File: src/rtl/wb_led_seq_if.sv
// Wishbone classic slave bus bundle for the LED pattern sequencer.
interface wb_led_seq_if;
    logic        wb_stb_i;
    logic        wb_cyc_i;
    logic        wb_we_i;
    logic [31:0] wb_adr_i;
    logic [3:0]  wb_sel_i;
    logic [31:0] wb_dat_i;
    logic        wb_ack_o;
    logic [31:0] wb_dat_o;

    modport slave (
        input  wb_stb_i, wb_cyc_i, wb_we_i, wb_adr_i, wb_sel_i, wb_dat_i,
        output wb_ack_o, wb_dat_o
    );

    modport master (
        output wb_stb_i, wb_cyc_i, wb_we_i, wb_adr_i, wb_sel_i, wb_dat_i,
        input  wb_ack_o, wb_dat_o
    );
endinterface

File: src/rtl/wb_led_seq.sv
// LED pattern sequencer: plays words from a pattern RAM onto led_o, one word per
// HOLD period, configured and loaded through a Wishbone register map.
//
// state   | meaning
// S_IDLE  | stopped; Wishbone owns the RAM read port
// S_FETCH | RAM read issued at CUR_ADDR
// S_LATCH | RAM word loaded onto led_o, hold counter armed
// S_HOLD  | counting down, then advance / wrap / finish
module wb_led_seq #(
    parameter int DW = 24,
    parameter int AW = 6,
    parameter int CW = 16
) (
    input  logic          clk,
    input  logic          rst,
    wb_led_seq_if.slave   wb,
    output logic [DW-1:0] led_o,
    output logic          done_o,
    output logic          irq_o
);
    localparam int DEPTH = 1 << AW;

    typedef enum logic [1:0] {S_IDLE, S_FETCH, S_LATCH, S_HOLD} state_t;

    state_t        state_q, state_d;
    logic          loop_q, loop_d, irq_en_q, irq_en_d;
    logic          done_q, done_d, irq_q, irq_d;
    logic [AW-1:0] start_q, start_d, end_q, end_d;
    logic [AW-1:0] ptr_q, ptr_d, cur_q, cur_d;
    logic [CW-1:0] hold_q, hold_d, cnt_q, cnt_d;
    logic [DW-1:0] led_q, led_d;
    logic          ack_q, ack_d, rd_pend_q, rd_pend_d;
    logic [31:0]   dat_q, dat_d;

    logic [DW-1:0] mem [DEPTH];
    logic [DW-1:0] ram_rd_q;
    logic [AW-1:0] ram_raddr;
    logic          ram_we;

    logic          req, mapped, wr, busy, start_cmd, stop_cmd;
    logic [2:0]    reg_sel;
    logic [31:0]   rd_data;
    logic          unused_sel;

    assign unused_sel = ^wb.wb_sel_i;

    assign busy      = (state_q != S_IDLE);
    // ack_q/rd_pend_q gate the request so each access acks exactly once
    assign req       = wb.wb_stb_i & wb.wb_cyc_i & ~ack_q & ~rd_pend_q;
    assign mapped    = (wb.wb_adr_i[31:5] == '0) && (wb.wb_adr_i[1:0] == 2'b00);
    assign reg_sel   = wb.wb_adr_i[4:2];
    assign wr        = req & wb.wb_we_i & mapped;
    assign stop_cmd  = wr && (reg_sel == 3'd0) && wb.wb_dat_i[3];
    assign start_cmd = wr && (reg_sel == 3'd0) && wb.wb_dat_i[0] && !wb.wb_dat_i[3];
    assign ram_we    = wr && (reg_sel == 3'd6);
    assign ram_raddr = busy ? cur_q : ptr_q;

    always_ff @(posedge clk) begin
        if (ram_we) begin
            mem[ptr_q] <= wb.wb_dat_i[DW-1:0];
        end
        ram_rd_q <= mem[ram_raddr];
    end

    always_comb begin
        rd_data = '0;
        if (mapped) begin
            case (reg_sel)
                3'd0:    rd_data[2:1]    = {irq_en_q, loop_q};
                3'd1:    rd_data[1:0]    = {busy, done_q};
                3'd2:    rd_data[AW-1:0] = start_q;
                3'd3:    rd_data[AW-1:0] = end_q;
                3'd4:    rd_data[CW-1:0] = hold_q;
                3'd5:    rd_data[AW-1:0] = ptr_q;
                3'd7:    rd_data[AW-1:0] = cur_q;
                default: ;
            endcase
        end
    end

    always_comb begin
        state_d   = state_q;
        loop_d    = loop_q;
        irq_en_d  = irq_en_q;
        done_d    = done_q;
        start_d   = start_q;
        end_d     = end_q;
        hold_d    = hold_q;
        ptr_d     = ptr_q;
        cur_d     = cur_q;
        cnt_d     = cnt_q;
        led_d     = led_q;
        ack_d     = 1'b0;
        rd_pend_d = 1'b0;
        dat_d     = dat_q;

        if (rd_pend_q) begin
            ack_d = 1'b1;
            dat_d = 32'(ram_rd_q);
        end else if (req) begin
            if (!wb.wb_we_i && mapped && (reg_sel == 3'd6) && !busy) begin
                rd_pend_d = 1'b1;
            end else begin
                ack_d = 1'b1;
                dat_d = wb.wb_we_i ? '0 : rd_data;
            end
        end

        if (wr) begin
            case (reg_sel)
                3'd0: begin
                    loop_d   = wb.wb_dat_i[1];
                    irq_en_d = wb.wb_dat_i[2];
                end
                3'd1:    if (wb.wb_dat_i[0]) done_d = 1'b0;
                3'd2:    start_d = wb.wb_dat_i[AW-1:0];
                3'd3:    end_d   = wb.wb_dat_i[AW-1:0];
                3'd4:    hold_d  = wb.wb_dat_i[CW-1:0];
                3'd5:    ptr_d   = wb.wb_dat_i[AW-1:0];
                3'd6:    ptr_d   = ptr_q + AW'(1);
                default: ;
            endcase
        end

        case (state_q)
            S_IDLE: begin
                if (start_cmd) begin
                    cur_d   = start_q;
                    done_d  = 1'b0;
                    state_d = S_FETCH;
                end
            end
            S_FETCH: state_d = S_LATCH;
            S_LATCH: begin
                led_d   = ram_rd_q;
                cnt_d   = (hold_q == '0) ? '0 : hold_q - CW'(1);
                state_d = S_HOLD;
            end
            S_HOLD: begin
                if (cnt_q != '0) begin
                    cnt_d = cnt_q - CW'(1);
                end else if (cur_q != end_q) begin
                    cur_d   = cur_q + AW'(1);
                    state_d = S_FETCH;
                end else if (loop_q) begin
                    cur_d   = start_q;
                    state_d = S_FETCH;
                end else begin
                    done_d  = 1'b1;
                    state_d = S_IDLE;
                end
            end
            default: state_d = S_IDLE;
        endcase

        // STOP overrides whatever the sequencer decided, including a DONE set
        if (stop_cmd && busy) begin
            state_d = S_IDLE;
            done_d  = done_q;
        end

        irq_d = done_d & irq_en_d;
    end

    always_ff @(posedge clk or negedge rst) begin
        if (!rst) begin
            state_q   <= S_IDLE;
            loop_q    <= 1'b0;
            irq_en_q  <= 1'b0;
            done_q    <= 1'b0;
            irq_q     <= 1'b0;
            start_q   <= '0;
            end_q     <= '0;
            hold_q    <= '0;
            ptr_q     <= '0;
            cur_q     <= '0;
            cnt_q     <= '0;
            led_q     <= '0;
            ack_q     <= 1'b0;
            rd_pend_q <= 1'b0;
            dat_q     <= '0;
        end else begin
            state_q   <= state_d;
            loop_q    <= loop_d;
            irq_en_q  <= irq_en_d;
            done_q    <= done_d;
            irq_q     <= irq_d;
            start_q   <= start_d;
            end_q     <= end_d;
            hold_q    <= hold_d;
            ptr_q     <= ptr_d;
            cur_q     <= cur_d;
            cnt_q     <= cnt_d;
            led_q     <= led_d;
            ack_q     <= ack_d;
            rd_pend_q <= rd_pend_d;
            dat_q     <= dat_d;
        end
    end

    assign led_o       = led_q;
    assign done_o      = done_q;
    assign irq_o       = irq_q;
    assign wb.wb_ack_o = ack_q;
    assign wb.wb_dat_o = dat_q;
endmodule
File: src/flat_wrapper.sv
// flat-port wrapper written by rule: the top's interface ports become plain ports
module wb_led_seq_flat 
#(
    parameter int DW = 24,
    parameter int AW = 6,
    parameter int CW = 16
)
  (clk, rst, led_o, done_o, irq_o, wb_wb_stb_i, wb_wb_cyc_i, wb_wb_we_i, wb_wb_adr_i, wb_wb_sel_i, wb_wb_dat_i, wb_wb_ack_o, wb_wb_dat_o);
  wb_led_seq_if wb_i ();
  input  logic clk;
  input  logic rst;
  output logic [DW-1:0] led_o;
  output logic done_o;
  output logic irq_o;
  input wire logic [$bits(wb_i.wb_stb_i)-1:0] wb_wb_stb_i;
  input wire logic [$bits(wb_i.wb_cyc_i)-1:0] wb_wb_cyc_i;
  input wire logic [$bits(wb_i.wb_we_i)-1:0] wb_wb_we_i;
  input wire logic [$bits(wb_i.wb_adr_i)-1:0] wb_wb_adr_i;
  input wire logic [$bits(wb_i.wb_sel_i)-1:0] wb_wb_sel_i;
  input wire logic [$bits(wb_i.wb_dat_i)-1:0] wb_wb_dat_i;
  output wire logic [$bits(wb_i.wb_ack_o)-1:0] wb_wb_ack_o;
  output wire logic [$bits(wb_i.wb_dat_o)-1:0] wb_wb_dat_o;
  assign wb_i.wb_stb_i = wb_wb_stb_i;
  assign wb_i.wb_cyc_i = wb_wb_cyc_i;
  assign wb_i.wb_we_i = wb_wb_we_i;
  assign wb_i.wb_adr_i = wb_wb_adr_i;
  assign wb_i.wb_sel_i = wb_wb_sel_i;
  assign wb_i.wb_dat_i = wb_wb_dat_i;
  assign wb_wb_ack_o = wb_i.wb_ack_o;
  assign wb_wb_dat_o = wb_i.wb_dat_o;
  wb_led_seq #(.DW(DW), .AW(AW), .CW(CW)) u_core (.clk(clk), .rst(rst), .wb(wb_i), .led_o(led_o), .done_o(done_o), .irq_o(irq_o));
endmodule
File: config.mk
export PLATFORM = sky130hd
export DESIGN_NAME = wb_led_seq_flat
export DESIGN_NICKNAME = d
export VERILOG_FILES = /design/src/rtl/wb_led_seq_if.sv /design/src/rtl/wb_led_seq.sv /design/src/flat_wrapper.sv
export SDC_FILE = /design/constraint.sdc
export NUM_CORES = 2
export LEC_CHECK = 0
export CAP_MARGIN = 0
export CORE_MARGIN = 4
export CORE_UTILIZATION = 25
export CTS_CLUSTER_DIAMETER = 100
export DETAILED_ROUTE_END_ITERATION = 8
export PLACE_DENSITY_LB_ADDON = 0.05
export SLEW_MARGIN = 20
export SYNTH_ARGS = -nofsm -noshare
export SYNTH_HDL_FRONTEND = slang
export SYNTH_SLANG_ARGS = --single-unit
File: constraint.sdc
create_clock -name clk -period 5.1 [get_ports clk]
set_input_delay 1.02 -clock clk [delete_from_list [all_inputs] [get_ports clk]]
set_output_delay 1.02 -clock clk [all_outputs]
set_load 0.01 [all_outputs]
Word-level counts from Yosys, hierarchy flattened --
Memory sizes are Yosys's and may differ from the RTL's. A register that Yosys moved wholly into a read port is not among the register bits. Index checks and enable logic that the tools add are counted.
Storage, ports and cells: register bits after elaboration 120, bits in writable memories 1536, bits of input ports 73, output and inout bits 59, memories kept 1
Operators by class: add/subtract/negate cells 4, eq/ne operators 18, muxes and demuxes 45, bitwise gates (word level) 8, reductions and logical operators 33
Memory list:
- u_core.mem | words 64, width 24, read ports 1, clocked after memory_dff 1, write ports 1, line wb_led_seq.sv:35 | logic [DW-1:0] mem [DEPTH];
Operators with widths (number):
- 32-bit 2-to-1 mux | 3
- 16-bit 2-to-1 mux | 4
- 16-bit case mux with 2 select lines | 1
- 16-bit by 1-bit subtractor with 16-bit output, second input constant | 2
- 6-bit 2-to-1 mux | 5
- 27-bit zero test | 1
- 6-bit case mux with 2 select lines | 2
- 1-bit 2-to-1 mux | 19
- 16-bit zero test | 1
- 2-bit AND reduction | 8
- 16-bit nonzero test | 1
- 3-bit case mux with 5 select lines | 1
- 6-bit by 1-bit adder with 6-bit output, second input constant | 2
- 3-bit == test, second input constant | 4
- 1-bit case mux with 6 select lines | 2
- 1-bit logical AND | 10
- 10-bit 2-to-1 mux | 1
- 2-bit nonzero test | 5
- 2-bit 2-to-1 mux | 4
- 2-bit case mux with 4 select lines | 1
- 1-bit case mux with 7 select lines | 1
- 1-bit bitwise AND | 6
- 3-bit by 2-bit == test with 1-bit output, second input constant | 2
- 2-bit by 1-bit inequality test with 1-bit output, second input constant | 3
- other kinds (13) | 19

Depth between registers and ports, before layout --
depth in word-level cells 12, mapped depth 11, gate-level depth less buffers 8

Worst setup path before layout --
No wires, ideal clock.
path kind input to register, start in wb_wb_adr_i[12], end mem u_core.mem[62][0] (enable), library setup time 0.405 ns, arrival time 3.486 ns, data required time 4.695 ns, setup slack 1.209 ns, stages on the path 6, buffers on the path 0, cell sequence nor4_1 -> nand4_1 -> or3_4 -> nor3_4 -> nand3_1 -> nor2_1
On the way: word-level cells in the longest chain between the ends 6
RTL lines:
- start: declaration | line flat_wrapper.sv:18 | input wire logic [$bits(wb_i.wb_adr_i)-1:0] wb_wb_adr_i;
- 27-bit zero test | line wb_led_seq.sv:50 | assign mapped = (wb.wb_adr_i[31:5] == '0) && (wb.wb_adr_i[1:0] == 2'b00);
- 1-bit logical AND | line wb_led_seq.sv:50
- 1-bit bitwise AND | line wb_led_seq.sv:52 | assign wr = req & wb.wb_we_i & mapped;
- 1-bit logical AND | line wb_led_seq.sv:55 | assign ram_we = wr && (reg_sel == 3'd6);
- 1-bit 2-to-1 mux | line wb_led_seq.sv:59 | if (ram_we) begin
- 1-bit 2-to-1 mux (not written as such) | line wb_led_seq.sv:60 | mem[ptr_q] <= wb.wb_dat_i[DW-1:0];
- end: declaration | line wb_led_seq.sv:35
Every way passes these cells.

Final worst setup path --
start reg u_core.state_q[0], end reg u_core.ram_rd_q[10], read port of u_core.mem
On the way: word-level cells in the longest chain between the ends 2
RTL lines:
- start: declaration | line wb_led_seq.sv:25 | state_t state_q, state_d;
- start signal: assignment | line wb_led_seq.sv:183 | state_q <= state_d;
- 2-bit nonzero test | line wb_led_seq.sv:47 | assign busy = (state_q != S_IDLE);
- 6-bit 2-to-1 mux | line wb_led_seq.sv:56 | assign ram_raddr = busy ? cur_q : ptr_q;
- end: declaration | line wb_led_seq.sv:36 | logic [DW-1:0] ram_rd_q;
Every way passes these cells. A chain may end at the register's enable or synchronous reset.

==> flow_results.org <==
** Run status
- The flow ran to the end, and the final reports show no timing, DRC or antenna violations.

** Worst setup path
- Along the worst path, the maximum fanout reaches just over 50.
- Type of element launching the critical path :: flip-flop
- CP required :: between 5000 and 6000 ps
- The worst setup path is captured at a flip-flop.
- Data on the critical path arrives at its endpoint at approximately 4600 ps.
- Category of the critical setup timing path :: reg -> reg

** Clock network
- Buffers from clock root to sink, at most :: 3
- The H-tree generated during clock tree synthesis spans 4 levels.
- Clock buffer count from CTS :: 199
- Clock tree from TritonCTS :: built
- Post-CTS timing repair inserted 0 buffers for setup.
- For the worst-skew pair, the clock arrives at the later sink with an insertion delay of a little over 800 ps.
- # resized after CTS :: 0
- After clock tree synthesis, the flow added hold-fix buffers numbering 0.
- The clock drives 1672 sinks.
- Root Buffer :: sky130_fd_sc_hd__clkbuf_16
- Clock transition at the register clock pins on the worst setup and hold paths after CTS :: ~60 ps

** Power and ir drop
- Static power due to leakage :: between 20 and 30 nW
- Share of power burned in the clock network :: a little under half
- The analysis attributes to net switching a power of 6.46 mW.
- Across the VDD grid, the largest voltage drop is between 0.0003 and 0.0004 V.
- Cell-internal power :: 22.9 mW
- Sequential cells burn roughly half of the power.
- Total power for the finished layout comes to between 20 and 30 mW.
- Dividing total power by cell area gives a power density of 372 nW/um2.
- Switch share :: approximately 22%
- Comb power frac :: about 3.2%

** Routing
- Final routed wirelength across all metal layers :: approximately 240000 um
- Dividing the detail-routed via count by the number of cells gives 4.67.
- Drt first pass iters :: 8
- Per-cell routed wire length :: roughly 28 um
- Residual antenna-violating net count after detailed routing :: 0
- In the routed design, unresolved DRC markers number 0.
- The first routing iteration left between 3000 and 4000 violations.
- Detailed-route via count :: about 40000

** Logic synthesis
- Syn Area/Cell :: roughly 14 um2
- Most frequent cell after synthesis :: sky130_fd_sc_hd__edfxtp_1
- The synthesized design contains roughly 1500 enable-type register cells.
- The netlist uses a little under 70 different library cells.
- Of all flip-flops after synthesis, the portion carrying an async set or reset was 6.70%.
- After synthesis, flip-flops and latches occupy around three quarters of the total area.
- Most common library cells after synthesis :: 1536 x sky130_fd_sc_hd__edfxtp_1, 1201 x sky130_fd_sc_hd__nand2_1, 290 x sky130_fd_sc_hd__a31oi_1
- During synthesis, Yosys emitted a total of 0 warnings.
- Counting flops and latches in the post-synthesis netlist gives about 1700.
- Cells after Synth :: 4666
- After synthesis the cells add up to about 66000 um2.
- Most area-hungry cell type in the Yosys netlist :: sky130_fd_sc_hd__edfxtp_1
- Top cell type's share of synthesized area :: between 70% and 80%
- The most used flip-flop cell after synthesis is sky130_fd_sc_hd__edfxtp_1.
- Cell types with the largest area share after synthesis :: sky130_fd_sc_hd__edfxtp_1 70%, sky130_fd_sc_hd__nand2_1 6.9%, sky130_fd_sc_hd__dfrtp_1 4.3%

** Place
- Detailed Place HPWL :: around 150000 um
- Input/output buffers :: between 100 and 150
- Placer's final routability congestion estimate :: approximately 0.77
- Summing all placed instances gives a cell area of 72900 um2.

** Layout
- From synthesis to final layout, the design area changed by 19.9%.
- Once layout is done, the placed cells without fillers occupy around 79000 um2.
- After filler insertion, the fill cell instance count of the layout stands at around 26000.
- At the end of the flow the core is filled with cells to a little under a third.
- Net count, final :: around 5000
- Area taken by multi-input logic gates :: ~15000 um2
- Across the whole layout, storage elements account for between 40000 and 50000 um2.
- Share of layout cells above drive strength 1 :: 13.4%

** Global routing
- Largest net degree at the start of global routing :: 93
- Global routing used between 15 and 20% of the available tracks across all layers.
- The number of antenna violations at the first check in global routing was 47.
- Global-route wire length before repair :: 332000 um
- The total overflow left after global routing is 0.
- The number of global-route vias before repair came to around 40000.

** STA
- Setup repair after global routing missed its margin :: false
- Summed negative setup slack over all endpoints :: 0 ps
- Number of failing setup endpoints in the final timing report :: 0
- Slew Limit Fails :: 0
- Final worst clock skew :: 33.2 ps
- Slew @ Worst Pin :: 1130 ps
- Timing would allow up to about 250 MHz.
- The number of hold violations in the final report came to 0.
- Worst hold slack :: around 250 ps
- After layout, the worst path uses about four fifths of the clock period.
- Minimum clock period after layout :: ~4000 ps
- Worst slew margin :: 24.6%

** Floorplanning
- Total I/O pin count :: around 130
- From left edge to right edge, the die measures ~520 um.
- After floorplanning, the core was divided into around 190 placement rows.
- Core footprint :: roughly 260000 um2
- Once the floorplan was initialized, standard cells occupied between 20% and 30% of the core.
- In this run the vertical extent of the chip is between 500 and 600 um.
- Total Die Area :: ~270000 um2

** Min path
- The path class of the tightest hold or removal check is in -> async.

** Job
- Number of max-capacitance violations reported :: 0
layout by cell type (no fill, tap or decap), drive strengths merged, types with 14 or more instances in the layout:
cell	Yosys	final
mux2	60	60
nand4	31	31
and3	99	99
a32oi	192	192
a22o	14	14
clkbuf	165	296
a21oi	34	34
a31oi	290	290
nor2	107	107
dfxtp	24	24
nand2	1201	1201
buf	137	290
diode	0	14
dfrtp	112	112
nor4	21	21
edfxtp	1536	1536
mux2i	207	207
inv	27	31
clkdlybuf4s50	0	86
nor3	20	20
nand3	218	218
o21ai	36	36
clkinv	0	57
layout make-up:
class | count | share of cell area, %
inverters | 27 | 0.129
flip-flops and latches | 1672 | 62.7
repair buffers | 376 | 4.45
well taps | 3496 | 5.55
diodes | 14 | 0.0444
multi-input cells | 2672 | 19.6
clock buffers | 296 | 6.95
clock inverters | 65 | 0.587
registers in the layout, summed over array words and instances (netlist names), 2 cells and up:
name,count
u_core.cur_q,6
u_core.mem,1536
u_core.led_o,24
u_core.wb.wb_dat_o,24
u_core.ptr_q,6
u_core.end_q,6
u_core.cnt_q,16
u_core.start_q,6
u_core.ram_rd_q,24
u_core.hold_q,16
u_core.state_q,2
stage by stage:
stage	setup slack, ps	instances
final	1060	8618
after global routing	884	8605
after global placement	462	8243
after detailed placement	408	8243
after CTS	923	8604
after floorplan	1210	4673
path summary, 6_finish.rpt:
path,start,to,slack (ps),depth (start not counted)
setup / recovery,u_core.state_q[0]$_DFFE_PN0P_,u_core.ram_rd_q[10]$_DFF_P_,1060,11
hold / removal,rst,u_core.led_o[16]$_DFFE_PN0P_,250,1
setup reg to reg,u_core.state_q[0]$_DFFE_PN0P_,u_core.ram_rd_q[10]$_DFF_P_,1060,11
hold reg to reg,u_core.ram_rd_q[13]$_DFF_P_,u_core.led_o[13]$_DFFE_PN0P_,500,1
max in group asynchronous,rst,u_core.wb.wb_ack_o$_DFF_PN0_,3710,2
min in group clk,wb_wb_dat_i[9],u_core.mem[47][9]$_DFFE_PP_,400,1
critical path, cell delays in order (launching register included):
cell and delay [ps]:
sky130_fd_sc_hd__dfrtp_1 410, sky130_fd_sc_hd__inv_1 120, sky130_fd_sc_hd__ha_1 300, sky130_fd_sc_hd__buf_4 370, sky130_fd_sc_hd__mux2_8 600, sky130_fd_sc_hd__buf_4 430
sky130_fd_sc_hd__nand2_1 150, sky130_fd_sc_hd__a32oi_1 130, sky130_fd_sc_hd__and3_1 280, sky130_fd_sc_hd__a31oi_1 350, sky130_fd_sc_hd__buf_4 230, sky130_fd_sc_hd__nand4_1 340
layer usage:
metal	vias to the layer above	wire length, um	global-route usage (%)
met5	-	0	0
met1	20800	112000	24.6
met3	275	11000	2.61
met2	948	110000	27.5
li1	18200	-	-
met4	0	6290	4.92
kinds of logic after synthesis:
logic type,synth area share [%]
XOR/XNOR,0.253
AO/OA/AOI/OAI,6.79
multiplexers,4.18
flip-flops,75.2
AND/OR/NAND/NOR,11.4
buffers and inverters,2.12
other,0.00570
adder cells (fa/ha/maj),0.133
power by group through the flow:
| stage | combinational, mW | clock [mW] | sequential [mW] |
|---|---|---|---|
| finish | 0.928 | 13.3 | 15.1 |
| global placement | 0.964 | 0 | 15.4 |
| detailed placement | 0.966 | 0 | 15.4 |
| CTS | 0.967 | 13.8 | 15.1 |
| global route | 0.985 | 14.3 | 15.1 |
| floorplan | 0.185 | 0 | 15.4 |
Power figures use the tool's default switching activity.
